## config.mk

```make
export PLATFORM = sky130hd
export DESIGN_NAME = dsp_post_adder
export DESIGN_NICKNAME = d
export VERILOG_FILES = /design/src/rtl/dsp_post_adder.sv
export SDC_FILE = /design/constraint.sdc
export NUM_CORES = 1
export LEC_CHECK = 0
export CORE_MARGIN = 5
export CORE_UTILIZATION = 25
export DETAILED_ROUTE_END_ITERATION = 16
export DONT_BUFFER_PORTS = 1
export GPL_ROUTABILITY_DRIVEN = 0
export GPL_TIMING_DRIVEN = 0
export MAX_ROUTING_LAYER = met4
export PLACE_DENSITY = 0.45
export SYNTH_ARGS = -nofsm -noshare
export SYNTH_HDL_FRONTEND = slang
export SYNTH_SLANG_ARGS = --single-unit
export TNS_END_PERCENT = 1
```

## constraint.sdc

```tcl
create_clock -name CLK -period 25.7 [get_ports CLK]
set_clock_uncertainty 0.2 [all_clocks]
set_input_delay 7.71 -clock CLK [delete_from_list [all_inputs] [get_ports CLK]]
set_output_delay 7.71 -clock CLK [all_outputs]
set_load 0.03 [all_outputs]
```

## src/rtl/dsp_post_adder.sv

```systemverilog
// Post-multiplier adder of the DSP slice: sums the two partial products into M and combines
// M, C and the P feedback in a 48-bit add/subtract ALU. The C, control and P registers are optional.
module dsp_post_adder #(
    parameter int unsigned PREG     = 1,
    parameter int unsigned CREG     = 1,
    parameter int unsigned CTRLREG  = 1,
    parameter string       USE_MULT = "multiply"
) (
    input  logic        CLK,
    input  logic        RSTP,
    input  logic        RSTC,
    input  logic        RSTCTRL,
    input  logic        CEP,
    input  logic        CEC,
    input  logic        CECTRL,
    input  logic [42:0] PP1,
    input  logic [42:0] PP2,
    input  logic [47:0] C,
    input  logic [3:0]  OPMODE,
    input  logic        SUB,
    input  logic        CARRYIN,
    output logic [47:0] P,
    output logic        OVERFLOW,
    output logic        UNDERFLOW
);

    localparam int unsigned PPW   = 43;
    localparam int unsigned DW    = 48;
    localparam int unsigned AW    = 49;
    localparam int unsigned OPW   = 4;
    localparam int unsigned SHIFT = 17;
    localparam bit          MULT_EN = (USE_MULT != "none");

    logic        [DW-1:0]  c_use;
    logic        [OPW-1:0] opmode_use;
    logic                  sub_use;
    logic                  cin_use;
    logic signed [DW-1:0]  p_fb;
    logic signed [DW-1:0]  m;
    logic signed [DW-1:0]  x_mux;
    logic signed [DW-1:0]  z_mux;
    logic signed [AW-1:0]  z_ext;
    logic signed [AW-1:0]  xc_ext;
    logic signed [AW-1:0]  r;
    logic                  ovf;
    logic                  unf;

    // Operand C register
    if (CREG != 0) begin : g_creg
        logic [DW-1:0] c_q;
        always_ff @(posedge CLK) begin
            if (RSTC) begin
                c_q <= '0;
            end else if (CEC) begin
                c_q <= C;
            end
        end
        assign c_use = c_q;
    end else begin : g_clive
        assign c_use = C;
    end

    // OPMODE/SUB/CARRYIN register
    if (CTRLREG != 0) begin : g_ctrlreg
        logic [OPW-1:0] opmode_q;
        logic           sub_q;
        logic           cin_q;
        always_ff @(posedge CLK) begin
            if (RSTCTRL) begin
                opmode_q <= '0;
                sub_q    <= 1'b0;
                cin_q    <= 1'b0;
            end else if (CECTRL) begin
                opmode_q <= OPMODE;
                sub_q    <= SUB;
                cin_q    <= CARRYIN;
            end
        end
        assign opmode_use = opmode_q;
        assign sub_use    = sub_q;
        assign cin_use    = cin_q;
    end else begin : g_ctrllive
        assign opmode_use = OPMODE;
        assign sub_use    = SUB;
        assign cin_use    = CARRYIN;
    end

    // Product recombination, wrapped to 48 bits
    always_comb begin
        m = '0;
        if (MULT_EN) begin
            m = $signed({{(DW-PPW){PP1[PPW-1]}}, PP1}) + $signed({{(DW-PPW){PP2[PPW-1]}}, PP2});
        end
    end

    // Operand muxes; feedback is zero when P is not registered so there is no comb loop
    always_comb begin
        x_mux = '0;
        z_mux = '0;
        case (opmode_use[1:0])
            2'b01:   x_mux = m;
            2'b10:   x_mux = $signed(c_use);
            default: x_mux = '0;
        endcase
        case (opmode_use[3:2])
            2'b01:   z_mux = p_fb;
            2'b10:   z_mux = $signed(c_use);
            2'b11:   z_mux = p_fb >>> SHIFT;
            default: z_mux = '0;
        endcase
    end

    // 49-bit ALU: one guard bit exposes overflow/underflow before the 48-bit wrap
    always_comb begin
        z_ext  = {z_mux[DW-1], z_mux};
        xc_ext = $signed({x_mux[DW-1], x_mux}) + $signed({{(AW-1){1'b0}}, cin_use});
        r      = sub_use ? (z_ext - xc_ext) : (z_ext + xc_ext);
        ovf    = ~r[AW-1] &  r[DW-1];
        unf    =  r[AW-1] & ~r[DW-1];
    end

    // Result register (or pass-through) with its flags
    if (PREG != 0) begin : g_preg
        logic [DW-1:0] p_q;
        logic          ovf_q;
        logic          unf_q;
        always_ff @(posedge CLK) begin
            if (RSTP) begin
                p_q   <= '0;
                ovf_q <= 1'b0;
                unf_q <= 1'b0;
            end else if (CEP) begin
                p_q   <= r[DW-1:0];
                ovf_q <= ovf;
                unf_q <= unf;
            end
        end
        assign p_fb      = $signed(p_q);
        assign P         = p_q;
        assign OVERFLOW  = ovf_q;
        assign UNDERFLOW = unf_q;
    end else begin : g_plive
        assign p_fb      = '0;
        assign P         = r[DW-1:0];
        assign OVERFLOW  = ovf;
        assign UNDERFLOW = unf;
    end

endmodule

```

==> results of run 1 <==
==> cells by family after synthesis <==
kind of cell / Yosys count
AND/OR/NAND/NOR: 656
AO/OA/AOI/OAI: 542
buffers and inverters: 156
XOR/XNOR: 133
multiplexers: 121
flip-flops: 104
adder cells (fa/ha/maj): 98
==> metrics by stage <==
step	hold WS [ns]	power, W	instance area, sq um
after global routing	0.3423	0.0008833	14430
after global placement	0.2756	0.0006858	14150
after detailed placement	0.2847	0.0006882	14150
final	0.3198	0.0008244	14430
after CTS	0.3067	0.0008256	14430
after floorplan	0.2604	0.0005633	13290
==> placed cells by master (no fill, tap or decap), drive strengths merged, types with 26 or more instances in the layout <==
master,n
nor2,211
a21oi,181
nand2,158
mux2i,106
dfxtp,104
ha,96
o21ai,95
xnor2,87
inv,67
clkbuf,65
nand3,49
xor2,45
a21o,37
buf,37
nor3,33
nand4,26
==> tightest hold or removal path, cell delays in order, from the launching register on <==
cell	delay, ns
dfxtp_1	0.34
mux2i_1	0.07
nor2_1	0.08
==> per-layer routing <==
layer	wire length [um]	vias to the layer above	GRT usage
met5	0	-	-
met4	1853	0	0.06259
met3	2738	67	0.02091
met2	24820	396	0.2968
met1	25830	6262	0.2552
li1	-	6700	-
==> registers in the layout (all words and copies together), names as in the netlist <==
register	cells
P	48
c_use	48
g_ctrlreg.opmode_q	4
OVERFLOW	1
UNDERFLOW	1
cin_use	1
g_ctrlreg.sub_q	1
==> worst max path at each step <==
stage	start	to	cells after the start
floorplan	PP1[0]	UNDERFLOW$_SDFFE_PP0P_	32
global placement	PP1[0]	UNDERFLOW$_SDFFE_PP0P_	32
detailed placement	PP1[0]	UNDERFLOW$_SDFFE_PP0P_	32
CTS	PP1[0]	UNDERFLOW$_SDFFE_PP0P_	32
global route	PP1[0]	UNDERFLOW$_SDFFE_PP0P_	32
finish	PP1[0]	UNDERFLOW$_SDFFE_PP0P_	32
==> synth_stat cells, types with 8 or more instances <==
| cell type | count |
|---|---|
| a22o_1 | 16 |
| xnor2_1 | 87 |
| a211o_1 | 9 |
| nor2_1 | 211 |
| and2_1 | 20 |
| inv_1 | 62 |
| dfxtp_1 | 104 |
| nand2b_1 | 25 |
| mux2i_1 | 106 |
| a31oi_1 | 21 |
| nor2b_1 | 13 |
| nor3_1 | 32 |
| ha_1 | 96 |
| a211oi_1 | 17 |
| nand4_1 | 26 |
| nand3b_1 | 8 |
| a22oi_1 | 11 |
| o21a_1 | 17 |
| o21bai_1 | 14 |
| o2111ai_1 | 8 |
| nor4_1 | 12 |
| mux2_2 | 15 |
| and3_1 | 23 |
| buf_2 | 17 |
| o21ai_0 | 90 |
| buf_1 | 18 |
| or3_1 | 16 |
| nand2_1 | 157 |
| o211ai_1 | 17 |
| a21o_1 | 37 |
| or2_2 | 8 |
| o31ai_1 | 8 |
| clkbuf_1 | 56 |
| xor2_1 | 45 |
| nand3_1 | 49 |
| a21oi_1 | 178 |
==> final cells by class <==
cell class / instances / area share
plain buffers: 93 / 0.02670
clock inverters: 7 / 0.003468
multi-input cells: 1550 / 0.7338
diodes: 1 / 0.0001734
clock buffers: 9 / 0.01560
flip-flops and latches: 104 / 0.1443
well taps: 688 / 0.05964
inverters: 63 / 0.01638
==> report_power, final <==
part           internal [W]  leakage (nW)  total, W  switching [W]
logic              0.000168          4.62  0.000418       0.000250
clock network     0.0000666         0.141  0.000134      0.0000673
registers          0.000186         0.859  0.000272      0.0000866
==> key figures, run 1 <==
Clocking
  • Later-pin clock latency in the skew report: 0.38 ns
  • Clock buffer depth: 2
  • Clock sink count: 104
  • Post-CTS Hold Buffers: 0
  • Clock transition at path regs: 0.08 ns
  • CTS root buffer: clkbuf_16
  • CTS buffer count: 9
  • Postcts setup bufs: 0
  • H-tree lvl count: 3
  • CTS tree: yes
  • # resized after CTS: 0

Finish
  • Share of cells above drive strength 1: 0.05093
  • Area delta synth->final: 8.565%
  • Multi-input combinational cell area: 10590 sq um
  • Filler cell count: 5738
  • Register area: 2082 sq um
  • Final Util: 0.2741
  • Layout net count: 2066
  • Non-filler cells, final: 2515

Min path
  • Worst Hold End: c_use[3]$_SDFFE_PP0P_
  • Class of the worst hold path: reg2reg
  • Hold path depth: 2
  • Hold Path Origin: c_use[3]$_SDFFE_PP0P_

Yosys
  • Library cells used by synthesis: 95
  • Sequential fraction of the synthesis area: 0.1566
  • Seq cells post-synth: 104
  • Synth top area cells: dfxtp_1 (16%), ha_1 (9.0%), mux2i_1 (8.0%)
  • Post-Synth Adder-Cell Area: 0.09336
  • Simple-Gate Fraction of Synth Area: 0.2499
  • Synthesized Nets: 2055
  • Top cell type by total area after synthesis: dfxtp_1
  • Post-Synth XOR/XNOR Area: 0.08866
  • Syn_area_per_cell: 7.345 sq um
  • Main combinational cell family by area after synthesis: compound AO/OA/AOI/OAI gates
  • Synth Instances: 1810
  • Main synth FF type: dfxtp_1
  • Post-synth EDFFs: 0
  • Yosys top cell area share: 0.1566
  • Synth Area in Compound Gates: 0.2722
  • Synth warn: 0
  • Post-synth ARST share: 0
  • Mapped Area: 13290 sq um
  • Post-synthesis mux area share: 0.09252

Setup path
  • Maximum net fanout on the critical path: 7
  • Type of origin of the critical path: input pin
  • Crit-path slowest cell: nor4b_1
  • Critical Path Max Stage Delay: 0.70 ns
  • FF-to-FF End: UNDERFLOW$_SDFFE_PP0P_
  • Critical path arrival: 16.02 ns
  • R2R Setup Slk: 14.91 ns
  • Setup CP Type: in2reg
  • Critical Path Sink Type: flip-flop
  • CP bufs+invs: 1
  • FF-to-FF Start: g_ctrlreg.opmode_q[0]$_SDFFE_PP0P_
  • Crit path top cell by count: a21oi_1
  • Worst Reg-to-Reg Cells: 36
  • Critical Path RT: 25.76 ns
  • Crit path max-delay family: compound AO/OA/AOI/OAI gates

Timing
  • Final hold vios: 0
  • Slew @ Worst Pin: 0.9942 ns
  • Final period util: 0.6210
  • Final setup violation count: 0
  • Worst slew margin: 0.3311
  • RSZ-0062 raised after global routing: no
  • Slack of the critical path: 9.739 ns
  • Slew Limit Fails: 0
  • Min cycle time layout: 15.96 ns
  • Max frequency: 62.65 MHz
  • Setup tns final: 0 ns

Floorplan
  • Row count: 84
  • Die Area: 57890 sq um
  • Core area: 52660 sq um
  • Die Ht: 240.6 um
  • Ports: 197
  • Starting Density: 0.2525
  • Die W: 240.6 um

Power and ir drop
  • Leakage: 5.621 nW
  • PwrDens: 57.12 nW/um^2
  • Maximum VDD drop: 26.82 uV

Drt
  • Vias: 13430
  • Remaining DRCs: 0
  • WL per Instance: 21.97 um
  • Final wirelength: 55250 um
  • Starting DRT DRC Count: 916
  • Vias/cell: 5.338
  • Detail Route Antenna Nets: 0
  • DRT Pass-1 Iters: 5

Global route
  • GRT Resource Usage Total: 0.1892
  • First-pass GRT wire length: 81880 um
  • Initial antenna violation count: 0
  • Largest net degree at the start of global routing: 19
  • Vias in the first global route: 12830
  • GR Overflow Total: 0

Place
  • DP Cell Count: 2498
  • Buffers on Ports: 0
  • Post-DP HPWL: 47450 um
  • Worst slack, placed: 9.494 ns

Outcome
  • Status: finished, final reports clean

Job
  • Max cap viols: 0
(Power assumes the default switching activity.)
==> run 2, diff against run 1 <==
--- a/config.mk
+++ b/config.mk
@@ -12,7 +12,7 @@
 export GPL_ROUTABILITY_DRIVEN = 0
 export GPL_TIMING_DRIVEN = 0
 export MAX_ROUTING_LAYER = met4
-export PLACE_DENSITY = 0.45
+export PLACE_DENSITY = 0.47
 export SYNTH_ARGS = -nofsm -noshare
 export SYNTH_HDL_FRONTEND = slang
 export SYNTH_SLANG_ARGS = --single-unit
==> constraint.sdc (replaced) <==
create_clock -name CLK -period 13 [get_ports CLK]
set_clock_uncertainty 0.2 [all_clocks]
set_input_delay 3.9 -clock CLK [delete_from_list [all_inputs] [get_ports CLK]]
set_output_delay 3.9 -clock CLK [all_outputs]
set_load 0.03 [all_outputs]
==> key figures, run 2 (synthesized netlist as in run 1, its figures left out) <==
Clocking
  • # resized after CTS: 0 (unchanged)
  • Later-pin clock latency in the skew report: 0.38 ns (about the same)
  • Clock transition at path regs: 0.08 ns (about the same)
  • Clock sink count: 104 (unchanged)
  • CTS buffer count: 9 (unchanged)
  • H-tree lvl count: 3 (unchanged)
  • Clock buffer depth: 2 (unchanged)
  • Postcts setup bufs: 0 (unchanged)
  • CTS tree: yes
  • CTS root buffer: clkbuf_16
  • Post-CTS Hold Buffers: 0 (unchanged)

Timing
  • Min cycle time layout: 12.31 ns
  • Setup tns final: 0 ns (unchanged)
  • Slew Limit Fails: 0 (unchanged)
  • Slew @ Worst Pin: 1.054 ns (+0.05936 ns)
  • Final setup violation count: 0 (unchanged)
  • Worst slew margin: 0.2912 (-0.03994)
  • Final period util: 0.9467
  • Max frequency: 81.26 MHz
  • RSZ-0062 raised after global routing: no
  • Final hold vios: 0 (unchanged)

Drt
  • Vias: 13360 (-0.45%)
  • DRT Pass-1 Iters: 6 (+1)
  • WL per Instance: 21.75 um (-0.98%)
  • Vias/cell: 5.316 (-0.41%)
  • Detail Route Antenna Nets: 0 (unchanged)
  • Starting DRT DRC Count: 1095 (+20%)
  • Final wirelength: 54680 um (-1.0%)
  • Remaining DRCs: 0 (unchanged)

Global route
  • GRT Resource Usage Total: 0.1871 (-0.002136)
  • Vias in the first global route: 12870 (+0.35%)
  • Initial antenna violation count: 0 (unchanged)
  • Largest net degree at the start of global routing: 18 (-1)
  • GR Overflow Total: 0 (unchanged)
  • First-pass GRT wire length: 80800 um (-1.3%)

Power and ir drop
  • Leakage: 5.623 nW (about the same)
  • Clock share of power: 0.173 (+0.011)
  • Internal Pwr Total: 0.0008550 W (+100%)
  • Switching pwr: 0.0007951 W (+97%)
  • Comb pwr share: 0.501 (-0.006)
  • Maximum VDD drop: 70.92 uV (+160%)
  • Sequential Power Share: 0.326 (-0.005)
  • Sw Share: 0.4818 (-0.008456)
  • PwrDens: 114.1 nW/um^2 (+100%)

Finish
  • Most frequent cells in the layout: nor2_1 (211), a21oi_1 (178), nand2_1 (157), mux2i_1 (106), dfxtp_1 (104)
  • Layout net count: 2066 (unchanged)
  • Area delta synth->final: 8.772%
  • Filler cell count: 5763 (+0.44%)
  • Non-filler cells, final: 2514 (-0.040%)
  • Share of cells above drive strength 1: 0.05038 (-0.0005476)
  • Most common cell after layout, fill and taps aside: nor2_1
  • N_diodes: 0 (-1)

Job
  • Max cap viols: 0 (unchanged)

Min path
  • Class of the worst hold path: reg2reg
  • Worst Hold End: c_use[3]$_SDFFE_PP0P_
  • Hold Path Origin: c_use[3]$_SDFFE_PP0P_
  • Hold path depth: 2 (unchanged)

Place
  • Post-DP HPWL: 47120 um (-0.70%)
  • DP Cell Count: 2498 (unchanged)
  • Buffers on Ports: 0 (unchanged)

Setup path
  • Critical path arrival: 12.36 ns (-3.66 ns)
  • Critical Path RT: 13.05 ns (-12.71 ns)
  • CP bufs+invs: 1 (unchanged)
  • Type of origin of the critical path: input pin
  • Critical Path Max Stage Delay: 0.73 ns (+0.03 ns)
  • Setup CP Type: in2reg
  • Crit-path slowest cell: nor4b_1
  • Crit path top cell by count: a21oi_1
  • R2R Setup Slk: 2.20 ns (-12.71 ns)
  • FF-to-FF End: UNDERFLOW$_SDFFE_PP0P_
  • Critical Path Sink Type: flip-flop
  • FF-to-FF Start: g_ctrlreg.opmode_q[1]$_SDFFE_PP0P_
  • Crit path max-delay family: compound AO/OA/AOI/OAI gates
  • Maximum net fanout on the critical path: 7 (unchanged)
  • Worst Reg-to-Reg Cells: 37 (+2.8%)

Floorplan
  • Row count: 84 (unchanged)
  • Starting Density: 0.2525 (unchanged)
  • Core area: 52660 sq um (unchanged)
  • Die W: 240.6 um (unchanged)
  • Die Area: 57890 sq um (unchanged)
  • Ports: 197 (unchanged)
  • Die Ht: 240.6 um (unchanged)

Outcome
  • Status: finished, final reports clean
## run 2: cell type report
type,count,area [sq um],share of cell area
tap,688,860.8,0.05953
inverter,63,236.5,0.01635
sequential,104,2082,0.1440
clock inverter,5,62.56,0.004326
buffer,93,385.4,0.02665
clock buffer,11,242.7,0.01679
multi-input combinational,1550,10590,0.7324
## run 2: power by group through the flow
stage	Clock [W]	Sequential [W]	Combinational, W
after floorplan	0	0.000483	0.000631
after global placement	0	0.000551	0.000807
after detailed placement	0	0.000550	0.000809
after CTS	0.000294	0.000542	0.000816
after global routing	0.000309	0.000546	0.000915
final	0.000286	0.000537	0.000827
## run 2: layer usage
| layer | GRT usage | wire [um] |
|---|---|---|
| met3 | 0.02445 | 2884 |
| met2 | 0.2981 | 24980 |
| met4 | 0.05708 | 1642 |
| met1 | 0.2482 | 25170 |
| met5 | - | 0 |
## run 2: worst min-delay path, stage by stage (launching register included)
cell	delay, ns
dfxtp_1	0.33
mux2i_1	0.07
nor2_1	0.08
## run 2: worst max path at each step
| stage | start | to | slack, ns | cells after the start |
|---|---|---|---|---|
| CTS | PP1[0] | UNDERFLOW$_SDFFE_PP0P_ | 0.80 | 32 |
| global route | PP1[0] | UNDERFLOW$_SDFFE_PP0P_ | 0.13 | 32 |
| finish | PP1[0] | UNDERFLOW$_SDFFE_PP0P_ | 0.69 | 32 |
| floorplan | PP1[0] | UNDERFLOW$_SDFFE_PP0P_ | 2.03 | 32 |
| detailed placement | PP1[0] | UNDERFLOW$_SDFFE_PP0P_ | 0.45 | 32 |
| global placement | PP1[0] | UNDERFLOW$_SDFFE_PP0P_ | 0.52 | 32 |
## run 2: per-stage QoR
| stage | util | power [W] | setup slack [ns] | area (sq um) | hold WS [ns] |
|---|---|---|---|---|---|
| 6_report | 0.2746 | 0.001650 | 0.6932 | 14460 | 0.3042 |
| 5_1_grt | 0.2746 | 0.001770 | 0.1255 | 14460 | 0.3561 |
| 4_1_cts | 0.2746 | 0.001652 | 0.7972 | 14460 | 0.3040 |
| 3_5_place_dp | 0.2688 | 0.001359 | 0.4542 | 14150 | 0.2853 |
| 3_3_place_gp | 0.2688 | 0.001357 | 0.5203 | 14150 | 0.2772 |
| 2_1_floorplan | - | 0.001114 | 2.031 | 13290 | 0.2604 |
==> run 3, diff against run 2 <==
--- a/config.mk
+++ b/config.mk
@@ -13,6 +13,7 @@
 export GPL_TIMING_DRIVEN = 0
 export MAX_ROUTING_LAYER = met4
 export PLACE_DENSITY = 0.47
+export REMOVE_ABC_BUFFERS = 1
 export SYNTH_ARGS = -nofsm -noshare
 export SYNTH_HDL_FRONTEND = slang
 export SYNTH_SLANG_ARGS = --single-unit
==> key figures, run 3 (synthesized netlist as in run 1, its figures left out) <==
Drt
  • Vias/cell: 5.342 (+0.49%)
  • Starting DRT DRC Count: 1039 (-5.1%)
  • DRT Pass-1 Iters: 8 (+2)
  • Vias: 12980 (-2.9%)
  • Final wirelength: 49970 um (-8.6%)
  • Detail Route Antenna Nets: 0 (unchanged)
  • Remaining DRCs: 0 (unchanged)
  • WL per Instance: 20.56 um (-5.5%)

Global route
  • Initial antenna violation count: 5 (+5)
  • Vias in the first global route: 12370 (-3.9%)
  • Grt met1 use: 0.2298 (-0.01841)
  • Largest net degree at the start of global routing: 53 (+35)
  • Met3 Use GR: 0.03497 (+0.01051)
  • GR Overflow Total: 0 (unchanged)
  • First-pass GRT wire length: 75870 um (-6.1%)
  • GRT Resource Usage Total: 0.1718 (-0.01531)
  • Grt peak-use layer: met2
  • Met2 Track Usage GR: 0.2630 (-0.03509)

Floorplan
  • Die W: 240.6 um (unchanged)
  • Starting Density: 0.2525 (unchanged)
  • Die Area: 57890 sq um (unchanged)
  • Row count: 84 (unchanged)
  • Core area: 52660 sq um (unchanged)
  • Die Ht: 240.6 um (unchanged)
  • Ports: 197 (unchanged)

Clocking
  • Clock buffer depth: 2 (unchanged)
  • Later-pin clock latency in the skew report: 0.39 ns (about the same)
  • Clock sink count: 104 (unchanged)
  • CTS buffer count: 9 (unchanged)
  • Clock transition at path regs: 0.07 ns (about the same)
  • CTS tree: yes
  • CTS root buffer: clkbuf_16
  • H-tree lvl count: 3 (unchanged)

Finish
  • Share of cells above drive strength 1: 0.05009 (-0.0002970)
  • Most frequent cells in the layout: nor2_1 (209), a21oi_1 (178), nand2_1 (157), mux2i_1 (106), dfxtp_1 (101)
  • Final Util: 0.2697 (-0.004895)
  • Layout net count: 1977 (-4.3%)
  • Most common cell after layout, fill and taps aside: nor2_1
  • Post-Layout Inst Area: 14200 sq um (-1.8%)
  • Area delta synth->final: 6.833%

Power and ir drop
  • PwrDens: 114.4 nW/um^2 (+0.29%)
  • Internal Pwr Total: 0.0008729 W (+2.1%)
  • Clock share of power: 0.192 (+0.019)
  • Comb pwr share: 0.483 (-0.018)
  • Sequential Power Share: 0.324 (-0.002)
  • Sw Share: 0.4629 (-0.01893)
  • Switching pwr: 0.0007524 W (-5.4%)
  • Leakage: 5.508 nW (-2.0%)
  • Maximum VDD drop: 66.16 uV (-6.7%)

Place
  • Worst slack, placed: 0.1731 ns (-0.2811 ns)
  • Post-DP HPWL: 41070 um (-13%)
  • Buffers on Ports: 0 (unchanged)
  • DP Area: 13850 sq um (-2.2%)

Timing
  • Slew Limit Fails: 0 (unchanged)
  • Final hold vios: 0 (unchanged)
  • Final setup violation count: 0 (unchanged)
  • Min cycle time layout: 12.29 ns (-0.01865 ns)
  • Slew @ Worst Pin: 1.249 ns (+0.1958 ns)
  • RSZ-0062 raised after global routing: no
  • Max frequency: 81.38 MHz (+0.15%)
  • Slack of the critical path: 0.7118 ns (+0.01865 ns)
  • Worst slew margin: 0.1640 (-0.1271)
  • Final period util: 0.9452 (-0.001435)

Setup path
  • Critical Path Max Stage Delay: 0.54 ns (-0.19 ns)
  • Critical path arrival: 12.36 ns (about the same)
  • Critical Path Sink Type: flip-flop
  • Crit path top cell by count: a21oi_1
  • Maximum net fanout on the critical path: 7 (unchanged)
  • Crit-path slowest cell: a311oi_1
  • Critical Path RT: 13.07 ns (+0.02 ns)
  • Type of origin of the critical path: input pin
  • Setup CP Type: in2reg

Job
  • Max cap viols: 0 (unchanged)

Min path
  • Class of the worst hold path: reg2reg

Outcome
  • Status: finished, final reports clean
[run 3: final cells by class]
| type | count | area [sq um] |
|---|---|---|
| timing repair buffer | 4 | 62.56 |
| tap | 688 | 860.8 |
| clock buffer | 11 | 252.7 |
| antenna | 5 | 12.51 |
| fill | 5743 | 38450 |
| clock inverter | 5 | 78.83 |
| inverter | 63 | 236.5 |
| sequential | 104 | 2086 |
| multi-input combinational | 1550 | 10610 |
[run 3: through the flow]
step	power (W)	hold WS, ns	instances	TNS [ns]
after global placement	0.001306	0.2819	2405	-0.7918
after detailed placement	0.001314	0.2862	2409	0
final	0.001625	0.3042	2430	0
after CTS	0.001638	0.3052	2425	0
after floorplan	0.001098	0.2604	1717	0
after global routing	0.001747	0.3304	2430	0
[run 3: critical path: cells and delay by family]
family                     cells  cell delay (ns)
AOI/OAI and AO/OA             17             4.16
buffers and inverters          1             0.06
xor gates and xnor gates       2             0.65
adders and majority gates      3             0.90
and+or+nand+nor                9             2.68
[run 3: path summary, 6_finish.rpt]
check	slack [ns]	depth (start not counted)	startpoint	endpoint
setup / recovery	0.71	32	PP1[0]	UNDERFLOW$_SDFFE_PP0P_
hold / removal	0.30	2	c_use[3]$_SDFFE_PP0P_	c_use[3]$_SDFFE_PP0P_
setup reg to reg	2.84	31	g_ctrlreg.opmode_q[0]$_SDFFE_PP0P_	UNDERFLOW$_SDFFE_PP0P_
hold reg to reg	0.30	2	c_use[3]$_SDFFE_PP0P_	c_use[3]$_SDFFE_PP0P_
[run 3: repair_timing]
item	4_1_cts	5_1_grt
hold buffers	0	0
resized for setup	0	1
setup endpoints to repair	0	2
buffers inserted	0	0
[run 3: per-layer routing]
layer | vias up | routed length (um)
met5 | - | 0
li1 | 6523 | -
met2 | 379 | 22170
met1 | 6015 | 23540
met3 | 64 | 2881
met4 | 0 | 1382
[run 3: power groups by stage]
stage | clock network, W | logic [W] | registers [W]
6_report | 0.000313 | 0.000785 | 0.000527
5_1_grt | 0.000335 | 0.000875 | 0.000537
4_1_cts | 0.000327 | 0.000778 | 0.000533
3_5_place_dp | 0 | 0.000773 | 0.000541
3_3_place_gp | 0 | 0.000761 | 0.000545
2_1_floorplan | 0 | 0.000609 | 0.000489
